--- src/rtl/fetch_unit.sv ---
// Instruction-fetch stage: owns the PC, issues requests to a variable-latency
// instruction memory and presents fetched words through a one-entry skid buffer.
module fetch_unit #(
   parameter int unsigned PC_W     = 9,
   parameter int unsigned INS_W    = 32,
   parameter int unsigned RESET_PC = 0
) (
   input  logic             clk,
   input  logic             reset,
   output logic             imem_req,
   output logic [PC_W-1:0]  imem_addr,
   input  logic             imem_ack,
   input  logic [INS_W-1:0] imem_rdata,
   input  logic             redirect_valid,
   input  logic [PC_W-1:0]  redirect_pc,
   input  logic             stall,
   output logic             inst_valid,
   output logic [INS_W-1:0] instruction,
   output logic [PC_W-1:0]  inst_pc
);

   typedef enum logic [1:0] {
      IDLE  = 2'd0,
      BUSY  = 2'd1,
      FLUSH = 2'd2
   } state_t;

   state_t             state_q, state_d;
   logic               req_q, req_d;
   logic [PC_W-1:0]    pc_q, pc_d;
   logic [PC_W-1:0]    tgt_q, tgt_d;
   logic               out_valid_d;
   logic [INS_W-1:0]   out_word_d;
   logic [PC_W-1:0]    out_pc_d;
   logic               skid_valid_q, skid_valid_d;
   logic [INS_W-1:0]   skid_word_q, skid_word_d;
   logic [PC_W-1:0]    skid_pc_q, skid_pc_d;

   logic               ack;
   logic               consume;
   logic               out_free;

   assign imem_req  = req_q;
   assign imem_addr = pc_q;

   assign ack      = imem_ack & req_q;
   assign consume  = inst_valid & ~stall;
   assign out_free = ~inst_valid | consume;

   // State register and all datapath registers
   always_ff @(posedge clk) begin
      if (reset) begin
         state_q      <= IDLE;
         req_q        <= 1'b0;
         pc_q         <= PC_W'(RESET_PC);
         tgt_q        <= '0;
         inst_valid   <= 1'b0;
         instruction  <= '0;
         inst_pc      <= '0;
         skid_valid_q <= 1'b0;
         skid_word_q  <= '0;
         skid_pc_q    <= '0;
      end else begin
         state_q      <= state_d;
         req_q        <= req_d;
         pc_q         <= pc_d;
         tgt_q        <= tgt_d;
         inst_valid   <= out_valid_d;
         instruction  <= out_word_d;
         inst_pc      <= out_pc_d;
         skid_valid_q <= skid_valid_d;
         skid_word_q  <= skid_word_d;
         skid_pc_q    <= skid_pc_d;
      end
   end

   // Next-state, PC sequencing and output/skid slot management
   always_comb begin
      state_d      = state_q;
      pc_d         = pc_q;
      tgt_d        = tgt_q;
      out_valid_d  = inst_valid;
      out_word_d   = instruction;
      out_pc_d     = inst_pc;
      skid_valid_d = skid_valid_q;
      skid_word_d  = skid_word_q;
      skid_pc_d    = skid_pc_q;

      if (redirect_valid) begin
         out_valid_d  = 1'b0;
         skid_valid_d = 1'b0;
         unique case (state_q)
            IDLE: begin
               pc_d    = redirect_pc;
               state_d = BUSY;
            end
            BUSY: begin
               if (ack) begin
                  pc_d = redirect_pc;
               end else begin
                  tgt_d   = redirect_pc;
                  state_d = FLUSH;
               end
            end
            FLUSH: begin
               if (ack) begin
                  pc_d    = redirect_pc;
                  state_d = BUSY;
               end else begin
                  tgt_d = redirect_pc;
               end
            end
            default: state_d = IDLE;
         endcase
      end else begin
         if (consume) begin
            out_valid_d = 1'b0;
         end
         // Skid contents always win the output slot over fresh memory data
         if (skid_valid_q && out_free) begin
            out_valid_d  = 1'b1;
            out_word_d   = skid_word_q;
            out_pc_d     = skid_pc_q;
            skid_valid_d = 1'b0;
         end
         unique case (state_q)
            IDLE: begin
               if (!skid_valid_q) begin
                  state_d = BUSY;
               end
            end
            BUSY: begin
               if (ack) begin
                  pc_d = pc_q + PC_W'(4);
                  if (out_free && !skid_valid_q) begin
                     out_valid_d = 1'b1;
                     out_word_d  = imem_rdata;
                     out_pc_d    = pc_q;
                  end else begin
                     skid_valid_d = 1'b1;
                     skid_word_d  = imem_rdata;
                     skid_pc_d    = pc_q;
                     state_d      = IDLE;
                  end
               end
            end
            FLUSH: begin
               if (ack) begin
                  pc_d    = tgt_q;
                  state_d = BUSY;
               end
            end
            default: state_d = IDLE;
         endcase
      end

      req_d = (state_d != IDLE);
   end

endmodule

--- config.mk ---
export PLATFORM = sky130hd
export DESIGN_NAME = fetch_unit
export DESIGN_NICKNAME = d
export VERILOG_FILES = /design/src/rtl/fetch_unit.sv
export SDC_FILE = /design/constraint.sdc
export NUM_CORES = 1
export LEC_CHECK = 0
export ABC_CLOCK_PERIOD_IN_PS = 1790
export CAP_MARGIN = 0
export CELL_PAD_IN_SITES_DETAIL_PLACEMENT = 0
export CELL_PAD_IN_SITES_GLOBAL_PLACEMENT = 1
export CORE_MARGIN = 2
export CORE_UTILIZATION = 37
export DETAILED_ROUTE_END_ITERATION = 10
export PLACE_DENSITY_LB_ADDON = 0.1
export SYNTH_ARGS = -nofsm -noshare
export SYNTH_HDL_FRONTEND = slang
export SYNTH_SLANG_ARGS = --single-unit
--- constraint.sdc ---
create_clock -name clk -period 1.79 [get_ports clk]
set_input_delay 0.2685 -clock clk [delete_from_list [all_inputs] [get_ports clk]]
set_output_delay 0.2685 -clock clk [all_outputs]
set_load 0.05 [all_outputs]
==> results of run 1 <==
through the flow:
stage          setup TNS (ps)   util  setup slack (ps)
2_1_floorplan               0      -              72.1
3_3_place_gp            -1320  0.476             -79.3
3_5_place_dp            -2040  0.476             -93.0
4_1_cts                     0  0.496              2.95
5_1_grt                     0  0.497              5.47
6_report                    0  0.497               127
where the power goes:
group	switching [mW]	total, mW	internal [mW]
clock	0.922	1.91	0.983
sequential	0.145	2.60	2.45
combinational	0.751	1.28	0.529
state kept, by name (all words and copies together), names as in the netlist:
signal	count
instruction	32
skid_word_q	32
imem_addr	9
inst_pc	9
skid_pc_q	9
tgt_q	9
state_q	2
imem_req	1
inst_valid	1
skid_valid_q	1
worst max-delay path by stage:
stage | from | endpoint | cells after the start | slack (ps)
2_1_floorplan | imem_addr[4]$_SDFFE_PP0P_ | imem_addr[8]$_SDFFE_PP0P_ | 5 | 70
3_3_place_gp | stall | instruction[15]$_SDFFE_PP0N_ | 7 | -80
3_5_place_dp | stall | instruction[15]$_SDFFE_PP0N_ | 7 | -90
6_report | state_q[1]$_SDFF_PP0_ | imem_addr[8]$_SDFFE_PP0P_ | 7 | 130
5_1_grt | state_q[0]$_SDFF_PP0_ | imem_addr[5]$_SDFFE_PP0P_ | 7 | 5
4_1_cts | instruction[30]$_SDFFE_PP0N_ | instruction[30] | 1 | 3
repair_timing:
item,CTS,global route
hold buffers,0,0
resized for setup,18,7
cloned,0,0
setup endpoints to repair,18,14
pin swaps,0,1
final cells by class:
cell class,count,area share
Timing Repair Buffer,126,0.195
Clock inverter,6,0.00655
Multi-Input combinational cell,465,0.391
Sequential cell,105,0.334
Clock buffer,10,0.0379
Inverter,3,0.00179
Tap cell,172,0.0341
synth_stat cells, types with 6 or more instances:
cell type	number
and3_1	36
o21ai_0	40
clkbuf_1	29
mux2i_1	15
o22ai_1	35
nand3_1	9
nand2_1	199
buf_2	12
a311oi_1	6
o2bb2ai_1	7
dfxtp_1	105
a21oi_1	43
nor2_1	24
buf_6	6
placed cells by master (no fill, tap or decap), drive strengths merged, types with 6 or more instances in the layout:
cell type and count:
clkdlybuf4s50 43, dlymetal6s2s 6, clkbuf 10, and3 37, o2bb2ai 7, nor2 24
dfxtp 105, o21ai 41, o211ai 6, o22ai 35, mux2i 15, nand3 9
a311oi 6, buf 59, nand2 200, dlygate4sd2 18, a21oi 44
cells by family (layout without fill, tap and decap cells):
family	after synthesis	after routing	synth area share
AO/OA/AOI/OAI	155	155	0.198
XOR/XNOR	3	3	0.00545
adder cells (fa/ha/maj)	5	5	0.0130
buffers and inverters	54	145	0.0571
flip-flops	105	105	0.436
multiplexers	15	15	0.0311
AND/OR/NAND/NOR	287	287	0.259
metal layers:
metal	wire length (um)	global-route usage	vias up
met3	565	0.0357	9
met2	6630	0.325	95
met4	151	0.0655	0
li1	-	-	2320
met1	6480	0.264	2159
met5	0	0	-
==> metrics.md, run 1 <==
| Metric | Value |
|---|---|
| Status | `completed` |
| Placed cells | `871` |
| Max cap viols | `0` |
| Final #Nets | `761` |
| Core Area | `12700 um^2` |
| Hold Path Stages | `2` |
| Wire per inst | `15.6 um` |
| Placer Congestion | `0.798` |
| Worst skew pair latency | `350 ps` |
| Crit path largest cell delay | `350 ps` |
| DR vias | `4583` |
| Max Clock Freq | `601 MHz` |
| GRT Util Overall | `0.199` |
| P_leak | `2.36 nW` |
| Antenna Violating Nets Remaining | `0` |
| Seq cells post-synth | `105` |
| Maximum VDD drop | `0.000380 V` |
| Yosys top cell by area | `dfxtp_1` |
| R2R cell count | `7` |
| RSZ-0062 raised after global routing | `no` |
| Power per cell area | `917 nW/um^2` |
| Worst hold slack | `308 ps` |
| Detailed Routing Iterations Pass 1 | `5` |
| Ys flop type | `dfxtp_1` |
| WS Path Type | `register to register` |
| Sequential element share of the synthesized area | `0.436` |
| Hold Vio Cnt, Final | `0` |
| CTS root buffer | `clkbuf_16` |
| Pins Over Slew Limit | `0` |
| Tightest Hold Check Type | `primary input to register` |
| I/O Pins | `98` |
| Tcrit/Tclk final | `0.929` |
| Syn Nets | `675` |
| Total power | `5.78 mW` |
| CTS Buffer Depth | `2` |
| Post-CTS setup repair buffer count | `0` |
| Multi-input logic area | `2460 um^2` |
| Max FO, Critical Path | `13` |
| Number of synthesized flops with an enable pin | `0` |
| Final Cell Area | `6300 um^2` |
| Hold EP | `skid_word_q[13]$_SDFFE_PP0P_` |
| Initial antenna violation count | `0` |
| Post-Route WL | `13.8 mm` |
| Cell family with most CP delay | `compound AO/OA/AOI/OAI gates` |
| Worst Path Required | `2050 ps` |
| Fraction of layout cells with a size suffix above 1 | `0.124` |
| R2r startpoint | `state_q[1]$_SDFF_PP0_` |
| DP HPWL | `8.89 mm` |
| CTS Sinks | `105` |
| Min cycle time layout | `1660 ps` |
| Largest net degree at the start of global routing | `53` |
| Initial Util | `0.381` |
| Post-Syn Area | `4820 um^2` |
| H-tree depth | `3` |
| Via-to-Cell Ratio | `5.17` |
| Initial drt markers | `271` |
| # port buffers | `97` |
| Arr. time, crit path | `1920 ps` |
| Die Ht | `118 um` |
| Slew Limit Headroom | `0.653` |
| Crit path buffers/inverters | `2` |
| Synth top area cells | `dfxtp_1 (44%), nand2_1 (15%), and3_1 (4.7%)` |
| Hold path start | `reset` |
| Total CTS buffers | `9` |
| Mapped Cells | `624` |
| Worst slew pin tran | `520 ps` |
| Avg Inst Size Synth | `7.73 um^2` |
| CTS tree | `built` |
| GR Overflow Total | `0` |
| Worst setup EP type | `register` |
| Cell Rows | `41` |
| Die W | `118 um` |
| Async SR Flop Fraction | `0` |
| Reg2reg setup slack | `130 ps` |
| Post-synth top area share | `0.436` |
| Finish-stage setup viols | `0` |
| Non-filler cells, final | `887` |
| Post-DP Area | `6030 um^2` |
| Die area | `14000 um^2` |
| Synth cell types | `45` |
| N_diodes | `0` |
| Reg2Reg Capture Point | `imem_addr[8]$_SDFFE_PP0P_` |
| Flip-flop and latch area | `2110 um^2` |
| Drt drc | `0` |
| Cell Chain, Critical Path | `inv_1, ha_1, nand3b_1, o211ai_4, buf_12, nor2_1, a311oi_1` |
| Vias in the first global route | `4342` |
| Fill cell count | `1261` |
| Slowest cell on crit path | `dfxtp_1` |
| Startpoint types | `register` |
| Final setup skew | `9.94 ps` |
| First-pass GRT wire length | `22.2 mm` |
| Area Overhead vs Synth | `30.7%` |
| Synth Warn # | `0` |
| CTS clk-pin slew, worst paths | `70 ps` |
(Power assumes the default switching activity.)
==> inputs of run 2 (changes only) <==
--- a/config.mk
+++ b/config.mk
@@ -12,7 +12,7 @@
 export CORE_MARGIN = 2
 export CORE_UTILIZATION = 37
 export DETAILED_ROUTE_END_ITERATION = 10
-export PLACE_DENSITY_LB_ADDON = 0.1
+export PLACE_DENSITY = 0.82
 export SYNTH_ARGS = -nofsm -noshare
 export SYNTH_HDL_FRONTEND = slang
 export SYNTH_SLANG_ARGS = --single-unit
==> run 2 against run 1 <==
  * Count of clock-buffer cells in the layout increased by 1
  * Largest cell class unchanged
  * Critical path type is now register to output pin
  * Highest routed layer unchanged
  * Largest power group unchanged
  * Die area unchanged
  * Worst hold slack improved by 38 ps
  * Critical endpoint is now instruction[18]
==> metrics.md, run 2 (synthesis results as in run 1) <==
| Metric | Value |
|---|---|
| Worst skew pair latency | `350 ps (about the same)` |
| Commonest non-fill, non-tap cell in the layout | `nand2_1 (unchanged)` |
| Largest net degree at the start of global routing | `55 (was 53)` |
| Placer Congestion | `0.773 (was 0.798)` |
| DR vias | `4615 (was 4583)` |
| CTS clk-pin slew, worst paths | `60 ps (was 70 ps)` |
| Min cycle time layout | `1750 ps (was 1660 ps)` |
| Pins Over Slew Limit | `0 (unchanged)` |
| Reg2reg setup slack | `150 ps (was 130 ps)` |
| P_leak | `2.35 nW (was 2.36 nW)` |
| Status | `completed (unchanged)` |
| Initial antenna violation count | `0 (unchanged)` |
| Via-to-Cell Ratio | `5.21 (was 5.17)` |
| Final #Nets | `763 (was 761)` |
| CTS tree | `built (unchanged)` |
| CTS Sinks | `105 (unchanged)` |
| GR Overflow Total | `0 (unchanged)` |
| Cell Chain, Critical Path | `clkdlybuf4s50_1 (was inv_1, ha_1, nand3b_1, o211ai_4, buf_12, nor2_1, a311oi_1)` |
| Switching Share | `0.305 (was 0.315)` |
| I/O Pins | `98 (unchanged)` |
| Fraction of layout cells with a size suffix above 1 | `0.121 (was 0.124)` |
| Detailed Routing Iterations Pass 1 | `4 (was 5)` |
| Final setup skew | `5.98 ps (was 9.94 ps)` |
| H-tree depth | `3 (unchanged)` |
| GRT Util Overall | `0.193 (was 0.199)` |
| Max FO, Critical Path | `2 (was 13)` |
| Cell family with most CP delay | `buffers and inverters (was compound AO/OA/AOI/OAI gates)` |
| Slew Limit Headroom | `0.627 (was 0.653)` |
| Cell Rows | `41 (unchanged)` |
| Internal | `3.88 mW (was 3.96 mW)` |
| Total CTS buffers | `9 (unchanged)` |
| Worst setup EP type | `output pin (was register)` |
| Die W | `118 um (unchanged)` |
| Slowest cell on crit path | `clkdlybuf4s50_1 (was dfxtp_1)` |
| Maximum VDD drop | `0.000628 V (was 0.000380 V)` |
| Antenna Violating Nets Remaining | `0 (unchanged)` |
| Tightest Hold Check Type | `primary input to register (unchanged)` |
| Clock power share | `0.310 (was 0.329)` |
| Core Area | `12700 um^2 (unchanged)` |
| Tcrit/Tclk final | `0.977 (was 0.929)` |
| Power per cell area | `893 nW/um^2 (was 917 nW/um^2)` |
| Die Ht | `118 um (unchanged)` |
| CTS root buffer | `clkbuf_16 (unchanged)` |
| Area Overhead vs Synth | `29.8% (was 30.7%)` |
| Worst hold slack | `346 ps (was 308 ps)` |
| Comb pwr share | `0.226 (was 0.221)` |
| Sw Pwr | `1.71 mW (was 1.82 mW)` |
| Flop pwr share | `0.464 (was 0.449)` |
| Die area | `14000 um^2 (unchanged)` |
| Hold-fix buffers at CTS | `0 (unchanged)` |
| Drt drc | `0 (unchanged)` |
| Initial Util | `0.381 (unchanged)` |
| Max Clock Freq | `572 MHz (was 601 MHz)` |
| # port buffers | `97 (unchanged)` |
| Post-Route WL | `13.2 mm (was 13.8 mm)` |
| Crit path buffers/inverters | `1 (was 2)` |
| WS Path Type | `register to output pin (was register to register)` |
| Vias in the first global route | `4582 (was 4342)` |
| Wire per inst | `15.0 um (was 15.6 um)` |
| DP HPWL | `8.83 mm (was 8.89 mm)` |
| Worst Path Required | `1520 ps (was 2050 ps)` |
| Largest regs | `instruction x32, skid_word_q x32 (unchanged)` |
| Most frequent cells in the layout | `nand2_1 (199), dfxtp_1 (102), buf_4 (53) (was nand2_1 (199), dfxtp_1 (102), buf_4 (48))` |
| Hold Vio Cnt, Final | `0 (unchanged)` |
| CTS Buffer Depth | `2 (unchanged)` |
| Worst slew pin tran | `559 ps (was 520 ps)` |
| Finish-stage setup viols | `0 (unchanged)` |
| Max cap viols | `0 (unchanged)` |
| Crit path largest cell delay | `810 ps (was 350 ps)` |
| N_diodes | `0 (unchanged)` |
| Arr. time, crit path | `1480 ps (was 1920 ps)` |
| Startpoint types | `register (unchanged)` |
| Initial drt markers | `344 (was 271)` |
| Total power | `5.59 mW (was 5.78 mW)` |
| First-pass GRT wire length | `22.1 mm (was 22.2 mm)` |
-- run 2: cell types whose count changed in the layout (fill, tap and decap cells not counted) --
| cell | delta |
|---|---|
| buf_12 | -2 |
| buf_4 | +5 |
| clkbuf_1 | +2 |
| clkbuf_8 | -1 |
| clkdlybuf4s50_1 | +2 |
| clkinv_2 | -2 |
| clkinvlp_4 | -2 |
| dlygate4sd2_1 | -4 |
| dlymetal6s2s_1 | +1 |
| inv_6 | -1 |
-- run 2: worst paths after layout --
| path | start | cells past startpoint | endpoint |
|---|---|---|---|
| setup / recovery | instruction[18]$_SDFFE_PP0N_ | 1 | instruction[18] |
| hold / removal | redirect_valid | 3 | instruction[9]$_SDFFE_PP0N_ |
| setup reg to reg | state_q[1]$_SDFF_PP0_ | 7 | instruction[15]$_SDFFE_PP0N_ |
| hold reg to reg | skid_pc_q[8]$_SDFFE_PP0P_ | 2 | skid_pc_q[8]$_SDFFE_PP0P_ |
-- run 2: power by group through the flow --
stage / registers, mW / logic, mW / clock network, mW
after floorplan: 2.91 / 0.539 / 0
after global placement: 2.64 / 1.24 / 0
after detailed placement: 2.65 / 1.26 / 0
after CTS: 2.59 / 1.25 / 1.81
after global routing: 2.61 / 1.36 / 1.88
final: 2.59 / 1.26 / 1.73
-- run 2: layer usage --
layer	up-vias	routed length, um	global-route usage
li1	2311	-	-
met3	15	770	0.0531
met2	132	6270	0.329
met4	0	170	0.0633
met5	-	0	0
met1	2157	6030	0.235
-- run 2: cell type report --
cell class,count,area (um^2)
multi-input cells,465,2460
inverters,3,11.3
fillers,1268,6410
clock buffers,11,233
repair buffers,128,1220
clock inverters,1,7.51
flip-flops and latches,105,2110
well taps,172,215
-- run 2: through the flow --
step / TNS (ps) / area, um^2 / std cells / utilization / setup slack (ps)
detailed placement: -840 / 6000 / 871 / 0.474 / -52.1
finish: 0 / 6260 / 885 / 0.494 / 40.4
floorplan: 0 / 4830 / 624 / - / 72.1
global route: -1.32 / 6260 / 885 / 0.494 / -1.32
CTS: 0 / 6220 / 883 / 0.491 / 2.51
global placement: -11.3 / 6000 / 871 / 0.474 / -11.3
-- run 2: what timing repair did --
item                                    in CTS  in global routing
pin swaps                                    0                  3
endpoints found under the setup margin      14                 12
resized for setup                           14                  8
setup buffers                                0                  2
